<file path="config.mk">
export PLATFORM = sky130hd
export DESIGN_NAME = lsu_port
export DESIGN_NICKNAME = d
export VERILOG_FILES = /design/src/rtl/lsu_pkg.sv /design/src/rtl/load_extend.sv /design/src/rtl/lsu_port.sv
export SDC_FILE = /design/constraint.sdc
export NUM_CORES = 1
export LEC_CHECK = 0
export ABC_AREA = 1
export BUFFER_PORTS_ARGS = -buffer_cell sky130_fd_sc_hd__buf_2
export CAP_MARGIN = 20
export CELL_PAD_IN_SITES_DETAIL_PLACEMENT = 1
export CELL_PAD_IN_SITES_GLOBAL_PLACEMENT = 2
export CORE_MARGIN = 2
export CORE_UTILIZATION = 28
export DETAILED_ROUTE_END_ITERATION = 10
export PLACE_DENSITY = 0.82
export SLEW_MARGIN = 20
export SYNTH_ARGS = -nofsm -noshare
export SYNTH_HDL_FRONTEND = slang
export SYNTH_SLANG_ARGS = --single-unit
</file>
<file path="constraint.sdc">
create_clock -name clk -period 3.45 [get_ports clk]
set_clock_uncertainty 0.1 [all_clocks]
set_input_delay 0.69 -clock clk [delete_from_list [all_inputs] [get_ports clk]]
set_output_delay 0.69 -clock clk [all_outputs]
set_load 0.005 [all_outputs]
</file>
<file path="src/rtl/lsu_pkg.sv">
// Purpose : shared types for the load/store port (size codes, request select, FSM states).
// Latency : n/a (types and pure helper functions only).
// Backpr. : n/a.
package lsu_pkg;

    // Access size field of req_sel[1:0]; RSVD is rejected as an error.
    typedef enum logic [1:0] {
        BYTE = 2'd0,
        HALF = 2'd1,
        WORD = 2'd2,
        RSVD = 2'd3
    } size_e;

    // req_sel = {signed, size}
    typedef struct packed {
        logic  sgn;
        size_e size;
    } sel_t;

    typedef enum logic [1:0] {
        IDLE = 2'd0,
        BUS  = 2'd1,
        RESP = 2'd2
    } state_e;

    // True for accesses that must never reach the bus.
    function automatic logic is_illegal(input size_e size, input logic [1:0] addr_lo);
        case (size)
            BYTE:    is_illegal = 1'b0;
            HALF:    is_illegal = addr_lo[0];
            WORD:    is_illegal = (addr_lo != 2'b00);
            default: is_illegal = 1'b1;
        endcase
    endfunction

    // Byte enables for a store; loads always read the full word.
    function automatic logic [3:0] store_be(input size_e size, input logic [1:0] addr_lo);
        case (size)
            BYTE:    store_be = 4'b0001 << addr_lo;
            HALF:    store_be = addr_lo[1] ? 4'b1100 : 4'b0011;
            default: store_be = 4'b1111;
        endcase
    endfunction

    // Replicate right-justified store data across every lane it may land in.
    function automatic logic [31:0] store_data(input size_e size, input logic [31:0] wdata);
        case (size)
            BYTE:    store_data = {4{wdata[7:0]}};
            HALF:    store_data = {2{wdata[15:0]}};
            default: store_data = wdata;
        endcase
    endfunction

endpackage

</file>
<file path="src/rtl/load_extend.sv">
// Purpose : pick the addressed lane of a bus read word and zero/sign-extend it to 32 bits.
// Latency : purely combinational.
// Backpr. : none; output follows inputs.
// Ports   : bus_rdata_i raw bus word, addr_lo_i byte offset, sel_i {signed,size}, data_o result.
// Config  : LSU_SIGNED_LOAD_EN enables sign extension of signed byte/half loads.
module load_extend
    import lsu_pkg::*;
(
    input  logic [31:0] bus_rdata_i,
    input  logic [1:0]  addr_lo_i,
    input  sel_t        sel_i,
    output logic [31:0] data_o
);

    logic       sext;
    logic [7:0]  lane_b;
    logic [15:0] lane_h;

`ifdef LSU_SIGNED_LOAD_EN
    assign sext = sel_i.sgn;
`else
    // Signed bit is accepted on the interface but every load zero-extends.
    assign sext = sel_i.sgn & 1'b0;
`endif

    always_comb begin
        lane_b = 8'h00;
        case (addr_lo_i)
            2'd0: lane_b = bus_rdata_i[7:0];
            2'd1: lane_b = bus_rdata_i[15:8];
            2'd2: lane_b = bus_rdata_i[23:16];
            2'd3: lane_b = bus_rdata_i[31:24];
            default: lane_b = 8'h00;
        endcase
        lane_h = addr_lo_i[1] ? bus_rdata_i[31:16] : bus_rdata_i[15:0];

        data_o = bus_rdata_i;
        case (sel_i.size)
            BYTE:    data_o = {{24{sext & lane_b[7]}}, lane_b};
            HALF:    data_o = {{16{sext & lane_h[15]}}, lane_h};
            default: data_o = bus_rdata_i;
        endcase
    end

endmodule

</file>
<file path="src/rtl/lsu_port.sv">
// Purpose : single-outstanding load/store port bridging core accesses onto a word-wide ack bus.
// Latency : acceptance + 2 cycles plus bus wait states; illegal accesses respond at acceptance + 1.
// Backpr. : req_ready only in IDLE; bus_req held until bus_ack or TIMEOUT_CYCLES ack-less cycles.
// Ports   : req_* core request (valid/ready), rsp_* one-cycle completion pulse with error and
//           load data, bus_* word bus (req/ack handshake, byte enables, aligned address).
// Config  : LSU_SIGNED_LOAD_EN enables sign extension of signed byte/half loads.
module lsu_port
    import lsu_pkg::*;
#(
    parameter int TIMEOUT_CYCLES = 16
) (
    input  logic        clk,
    input  logic        reset,
    input  logic        req_valid,
    output logic        req_ready,
    input  logic        req_write,
    input  logic [2:0]  req_sel,
    input  logic [31:0] req_addr,
    input  logic [31:0] req_wdata,
    output logic        rsp_valid,
    output logic        rsp_err,
    output logic [31:0] rsp_rdata,
    output logic        bus_req,
    output logic        bus_we,
    output logic [31:0] bus_addr,
    output logic [31:0] bus_wdata,
    output logic [3:0]  bus_be,
    input  logic        bus_ack,
    input  logic [31:0] bus_rdata
);

    localparam int CW = $clog2(TIMEOUT_CYCLES + 1);
    localparam logic [CW-1:0] TO_LIM = CW'(TIMEOUT_CYCLES);

    state_e        state_q, state_d;
    logic [CW-1:0] cnt_q, cnt_d;
    logic          err_q, err_d;

    sel_t          sel_q;
    logic [1:0]    addr_lo_q;
    logic          we_q;
    logic [31:0]   bus_addr_q;
    logic [31:0]   bus_wdata_q;
    logic [3:0]    bus_be_q;
    logic [31:0]   rdata_q;

    sel_t          req_sel_s;
    logic          illegal;
    logic          accept_ok;
    logic          load_done;
    logic [CW-1:0] cnt_inc;
    logic [31:0]   ext_data;

    assign req_sel_s = sel_t'(req_sel);
    assign illegal   = is_illegal(req_sel_s.size, req_addr[1:0]);
    assign cnt_inc   = cnt_q + CW'(1);

    // ---------------- FSM state register ----------------
    always_ff @(posedge clk or negedge reset) begin
        if (!reset) begin
            state_q <= IDLE;
            cnt_q   <= '0;
            err_q   <= 1'b0;
        end else begin
            state_q <= state_d;
            cnt_q   <= cnt_d;
            err_q   <= err_d;
        end
    end

    // ---------------- FSM next state / outputs ----------------
    always_comb begin
        state_d   = state_q;
        cnt_d     = cnt_q;
        err_d     = err_q;
        req_ready = 1'b0;
        bus_req   = 1'b0;
        rsp_valid = 1'b0;
        accept_ok = 1'b0;
        load_done = 1'b0;
        case (state_q)
            IDLE: begin
                req_ready = 1'b1;
                if (req_valid) begin
                    if (illegal) begin
                        state_d = RESP;
                        err_d   = 1'b1;
                    end else begin
                        state_d   = BUS;
                        cnt_d     = '0;
                        accept_ok = 1'b1;
                    end
                end
            end
            BUS: begin
                bus_req = 1'b1;
                // Ack is checked first so a completion on the limit cycle still succeeds.
                if (bus_ack) begin
                    state_d   = RESP;
                    err_d     = 1'b0;
                    load_done = !we_q;
                end else if (cnt_inc == TO_LIM) begin
                    state_d = RESP;
                    err_d   = 1'b1;
                end else begin
                    cnt_d = cnt_inc;
                end
            end
            RESP: begin
                rsp_valid = 1'b1;
                state_d   = IDLE;
            end
            default: state_d = IDLE;
        endcase
    end

    assign rsp_err = rsp_valid & err_q;

    // ---------------- request capture and load result ----------------
    load_extend u_load_extend (
        .bus_rdata_i (bus_rdata),
        .addr_lo_i   (addr_lo_q),
        .sel_i       (sel_q),
        .data_o      (ext_data)
    );

    // Bus-facing fields are only loaded for legal accesses, so a rejected
    // request leaves the bus outputs exactly as they were.
    always_ff @(posedge clk or negedge reset) begin
        if (!reset) begin
            sel_q       <= '0;
            addr_lo_q   <= 2'b00;
            we_q        <= 1'b0;
            bus_addr_q  <= '0;
            bus_wdata_q <= '0;
            bus_be_q    <= 4'b0000;
            rdata_q     <= '0;
        end else begin
            if (accept_ok) begin
                sel_q       <= req_sel_s;
                addr_lo_q   <= req_addr[1:0];
                we_q        <= req_write;
                bus_addr_q  <= {req_addr[31:2], 2'b00};
                bus_wdata_q <= store_data(req_sel_s.size, req_wdata);
                bus_be_q    <= req_write ? store_be(req_sel_s.size, req_addr[1:0]) : 4'b1111;
            end
            if (load_done) begin
                rdata_q <= ext_data;
            end
        end
    end

    assign bus_we    = we_q;
    assign bus_addr  = bus_addr_q;
    assign bus_wdata = bus_wdata_q;
    assign bus_be    = bus_be_q;
    assign rsp_rdata = rdata_q;

endmodule

</file>
# Word-level counts from Yosys, hierarchy flattened

Cells that the tools add are included.
W data, S select, Z words.

Bits in registers: 111
Input bits: 104
Output and inout bits: 105
Logic and storage cells: 69

Add/subtract/negate cells: 1
Equal/unequal tests: 15
Shifts and indexed selects: 1
Mux-type cells: 31
Bitwise operators: 1
Reduce and logical (&&, ||, !) cells: 10

Operators by type and width:

| operator              | count |
|---|---|
| $pmux W32 S2          | 2 |
| $pmux W8 S4           | 1 |
| $mux W5               | 4 |
| $mux W16              | 1 |
| $mux W1               | 12 |
| $ne A2 B2 Y1 const B  | 5 |
| $pmux W5 S2           | 1 |
| $eq A2 B1 Y1 const B  | 4 |
| $eq A2 B2 Y1 const B  | 4 |
| $logic_not A2 Y1      | 4 |
| $mux W2               | 4 |
| $mux W4               | 2 |
| $pmux W4 S2           | 1 |
| $add A5 B1 Y5 const B | 1 |
| $eq A5 B5 Y1 const B  | 1 |
| $reduce_and A5 Y1     | 1 |
| $pmux W2 S2           | 1 |
| $reduce_and A4 Y1     | 1 |
| $reduce_bool A2 Y1    | 2 |
| $shl A1 B2 Y4 const A | 1 |
| $ne A3 B3 Y1 const B  | 1 |
| $pmux W1 S3           | 1 |
| $pmux W1 S2           | 1 |
| $reduce_and A2 Y1     | 1 |
| 2 further kinds       | 2 |

# Longest topological paths before layout

Word-level depth: 5
Depth in mapped cells: 9
Depth with buffers taken out: 9

# Modules after synthesis

From an unflattened synthesis, not the netlist that was laid out.

Cell total of the unflattened synthesis: 655
Area, all modules: 5452.7 um^2

Modules (own cells, without submodules):

| module      | instances | cells an instance | area an instance (um^2) | sequential area each (um^2) |
|---|---|---|---|---|
| lsu_port    | 1         | 485               | 4683.2                  | 2802.7 |
| load_extend | 1         | 170               | 769.5                   | 0.0 |

# Worst setup path before layout

OpenSTA, ideal clock, no wires.

Path type: in2reg
From: input port req_sel[0]
To: register bus_addr_q[31] (netlist: bus_addr[31])
Setup time: 0.116 ns
Arrival: 1.481 ns
Required time: 3.234 ns
Setup slack: 1.753 ns
Stages: 8
Buffers on the path: 2
Cell sequence: nor2_1 -> nand2_1 -> nand2_1 -> nand3_4 -> buf_6 -> buf_2 -> nand2_1 -> nand2_1

Cells in the longest elaborated chain, start to end: 5
Elaborated cells on any way between the ends: 7
Those cells by class: 2 x eq/ne; 4 x mux; 1 x reduce/logical

Ends and longest elaborated chain:

| item                                 | line            | text |
|---|---|---|
| from (decl)                          | lsu_port.sv:17  | `input logic [2:0] req_sel,` |
| $eq A2 B2 Y1 (tied with other cells) | lsu_pkg.sv:28   | `case (size)` |
| $pmux W1 S3 *                        | lsu_pkg.sv:28   |  |
| $mux W1 *                            | lsu_port.sv:85  | `if (illegal) begin` |
| $mux W1 *                            | lsu_port.sv:84  | `if (req_valid) begin` |
| $mux W1 *                            | lsu_port.sv:81  | `case (state_q)` |
| to (signal assigned)                 | lsu_port.sv:143 | `bus_addr_q <= {req_addr[31:2], 2'b00};` |
| to (decl)                            | lsu_port.sv:42  | `logic [31:0] bus_addr_q;` |

Mark *: on every way between the ends. The rest lies on a longest branch, timed or not.
A chain may end at the register's enable or synchronous reset.

# Final worst setup path

From: register state_q[1]
To: register rdata_q[0] (netlist: rsp_rdata[0])

Cells in the longest elaborated chain, start to end: 2

Ends and longest elaborated chain:

| item                   | line            | text |
|---|---|---|
| from (decl)            | lsu_port.sv:35  | `state_e state_q, state_d;` |
| from (signal assigned) | lsu_port.sv:65  | `state_q <= state_d;` |
| $eq A2 B1 Y1           | lsu_port.sv:81  |  |
| $mux W1                | lsu_port.sv:81  |  |
| to (signal assigned)   | lsu_port.sv:148 | `rdata_q <= ext_data;` |
| to (decl)              | lsu_port.sv:45  | `logic [31:0] rdata_q;` |

No other way between the ends.

==> metrics <==
Post-DP HPWL=12.04 mm; P_int=3220 uW; die area=19110 um2; Post-CTS Setup Inserts=0; Detailed Routing Iterations Pass 1=4; Crit path largest cell delay=0.60 ns; Placed Cells=1032; maximum fanout along the worst path=37; fin cells=1049; post-cts resize count=0; via count=4776; Fmax=431.6 MHz; combinational share of power=36.9%; CTS root buffer=clkbuf_16; sequential power share=43.1%; Layout area overhead=30.08%; CTS tree=done; switching part of the total power=37.63%; number of global-route vias before repair=5038; final hold violation count=0; share of layout cells above drive strength 1=29.46%; initial antenna violation count=2; synthesized area=5046 um2; Tightest Pin Transition=0.7922 ns; crit path cell chain=nor2_4 > nand3_2 > inv_2 > o21ai_0 > o22ai_1 > inv_1; Slew HR=47.13%; drt wl/cell=15.55 um; GP Congestion=0.7440; Startpoint Class=flop; PwrDens=786.6 nW/um2; cts hold-fix bufs=0; Critical Path Sink Type=flop; clk slew on worst S/H paths=0.08 ns; Synth Instances=623; starting density of the core=28.28%; fill cell count=2229; crit path DAT=2.47 ns; Die W=138.2 um; unrepaired setup endpoints after global routing=no; clock share of power=19.9%; max-slew violation count=0; Routed WL=16.31 mm; largest net degree at the start of global routing=83; worst min path class=primary input to asynchronous set/reset pin; I/O Pins=209; worst skew pair latency=0.36 ns; CTS buffer count=9; Setup CP Type=flop to flop; P_leak=0.003581 uW; first-pass GRT wire length=26.70 mm; Layout Nets=919; DR DRC count=0; DRT iter0 DRCs=157; post-synthesis sequential area ratio=55.05%; Core Area=17840 um2; Critical Path RT=3.60 ns; Layout Utilization=36.79%; # port buffers=205; status=finished, final reports clean; Hold WS=0.2658 ns; NetSw=1943 uW; row count=49; total global-route track usage=17.17%; highest-delay cell along the critical path=nand3_2; Die Height=138.2 um; CTS Buffer Depth=2; Via density=4.553; final worst-path cycle share=67.15%; peak supply drop=282.5 uV; synthesized flop and latch total=111; H-tree depth=3; fin crit period=2.317 ns; total gr overflow=0; antenna viol nets, final=0; Final TNS setup=0 ns; syn avg cell area=8.100 um2; Ys Warns=0; final setup fails=0; maxcap violations=0; # clock sinks=111; count of different cell masters after synthesis=29
==> registers in the layout (all words and copies together), names as in the netlist <==
signal,flops
state_q,2
rsp_rdata,32
bus_wdata,32
sel_q,2
addr_lo_q,2
cnt_q,5
bus_we,1
bus_addr,30
err_q,1
bus_be,4
==> path summary, 6_finish.rpt <==
check	from	to	depth (start not counted)	slack, ns
worst max-delay path	state_q[1]	rsp_rdata[0]	6	1.13
worst max register to register	state_q[1]	rsp_rdata[0]	6	1.13
worst min register to register	bus_addr[5]	bus_addr[5]	2	0.38
worst min-delay path	reset	err_q	1	0.27
max in group asynchronous	reset	bus_wdata[9]	2	2.27
min in group clk	bus_addr[5]	bus_addr[5]	2	0.38
==> synth_stat cells <==
master / number / area [um2]
nand2_1: 211 / 792.0
dfrtp_1: 111 / 2778
a21oi_1: 54 / 270.3
nor2_1: 46 / 172.7
inv_1: 44 / 165.2
o21ai_0: 40 / 200.2
nand3_1: 25 / 125.1
buf_2: 18 / 90.09
o21ai_1: 15 / 75.07
o31ai_1: 12 / 90.09
clkbuf_1: 8 / 30.03
a31oi_1: 7 / 43.79
o22ai_1: 5 / 31.28
inv_2: 4 / 15.01
buf_1: 3 / 11.26
buf_4: 3 / 22.52
nor2_2: 3 / 18.77
nand2_2: 2 / 12.51
nand4_1: 2 / 12.51
and3_1: 1 / 6.260
buf_6: 1 / 11.26
clkbuf_2: 1 / 5.000
clkinv_2: 1 / 5.000
conb_1: 1 / 3.750
ha_1: 1 / 12.51
nand3_2: 1 / 10.01
nand3_4: 1 / 17.52
nor2_4: 1 / 11.26
o21bai_1: 1 / 7.510
==> layout make-up <==
cell class	instances	area [um2]	area share, %
Sequential cell	111	2778	42.32
Multi-Input combinational cell	430	1917	29.20
Timing Repair Buffer	213	1114	16.97
Tap cell	229	286.5	4.365
Clock buffer	10	239.0	3.641
Inverter	49	185.2	2.821
Clock inverter	5	40.04	0.6100
Antenna cell	2	5.005	0.07625
==> metal layers <==
layer | GRT usage (%) | part of all wire [%] | vias up
met3 | 5.265 | 7.5 | 11
li1 | - | - | 2376
met1 | 22.28 | 46 | 2239
met4 | 4.511 | 1.2 | 0
met2 | 28.04 | 46 | 150
met5 | 0 | 0 | -
==> logic make-up (layout without fill, tap and decap cells) <==
group           Yosys count  in the layout  synth area share (%)
flops                   111            111                 55.05
compound gates          134            134                 14.23
fa+ha+maj                 1              1                0.2479
buf+inv                  83            277                 7.042
simple gates            293            293                 23.36
other cells               1              4               0.07431
==> through the flow <==
| step | setup WS [ns] | total power (uW) | cell area (um2) |
|---|---|---|---|
| 3_5_place_dp | 0.7214 | 4207 | 6280 |
| 2_1_floorplan | 1.753 | 3203 | 5050 |
| 5_1_grt | 0.8570 | 5617 | 6561 |
| 4_1_cts | 1.111 | 5266 | 6559 |
| 3_3_place_gp | 0.7667 | 4145 | 6280 |
| 6_report | 1.133 | 5163 | 6564 |
==> cells in the final DEF (no fill, tap or decap), drive strengths merged <==
cell type / Yosys / final
conb: 1 / 2
o22ai: 5 / 5
ha: 1 / 1
nand2: 213 / 213
diode: 0 / 2
o31ai: 12 / 12
inv: 48 / 51
clkinv: 1 / 3
and3: 1 / 1
o21bai: 1 / 1
clkbuf: 9 / 10
buf: 25 / 213
nand4: 2 / 2
nor2: 50 / 50
dfrtp: 111 / 111
a31oi: 7 / 7
o21ai: 55 / 55
nand3: 27 / 27
a21oi: 54 / 54
==> power groups by stage <==
stage	registers [uW]	logic (uW)	clock network, uW
finish	2230	1910	1030
global route	2320	2190	1110
CTS	2240	1960	1070
detailed placement	2260	1950	0
global placement	2240	1910	0
floorplan	2260	940	0
==> critical path, delay by kind of cell, from the launching register on <==
| kind | cells | cell delay, ns |
|---|---|---|
| AND/OR/NAND/NOR | 2 | 0.78 |
| flip-flops | 1 | 0.44 |
| buffers and inverters | 2 | 0.55 |
| AO/OA/AOI/OAI | 2 | 0.32 |
Power figures use the tool's default switching activity.
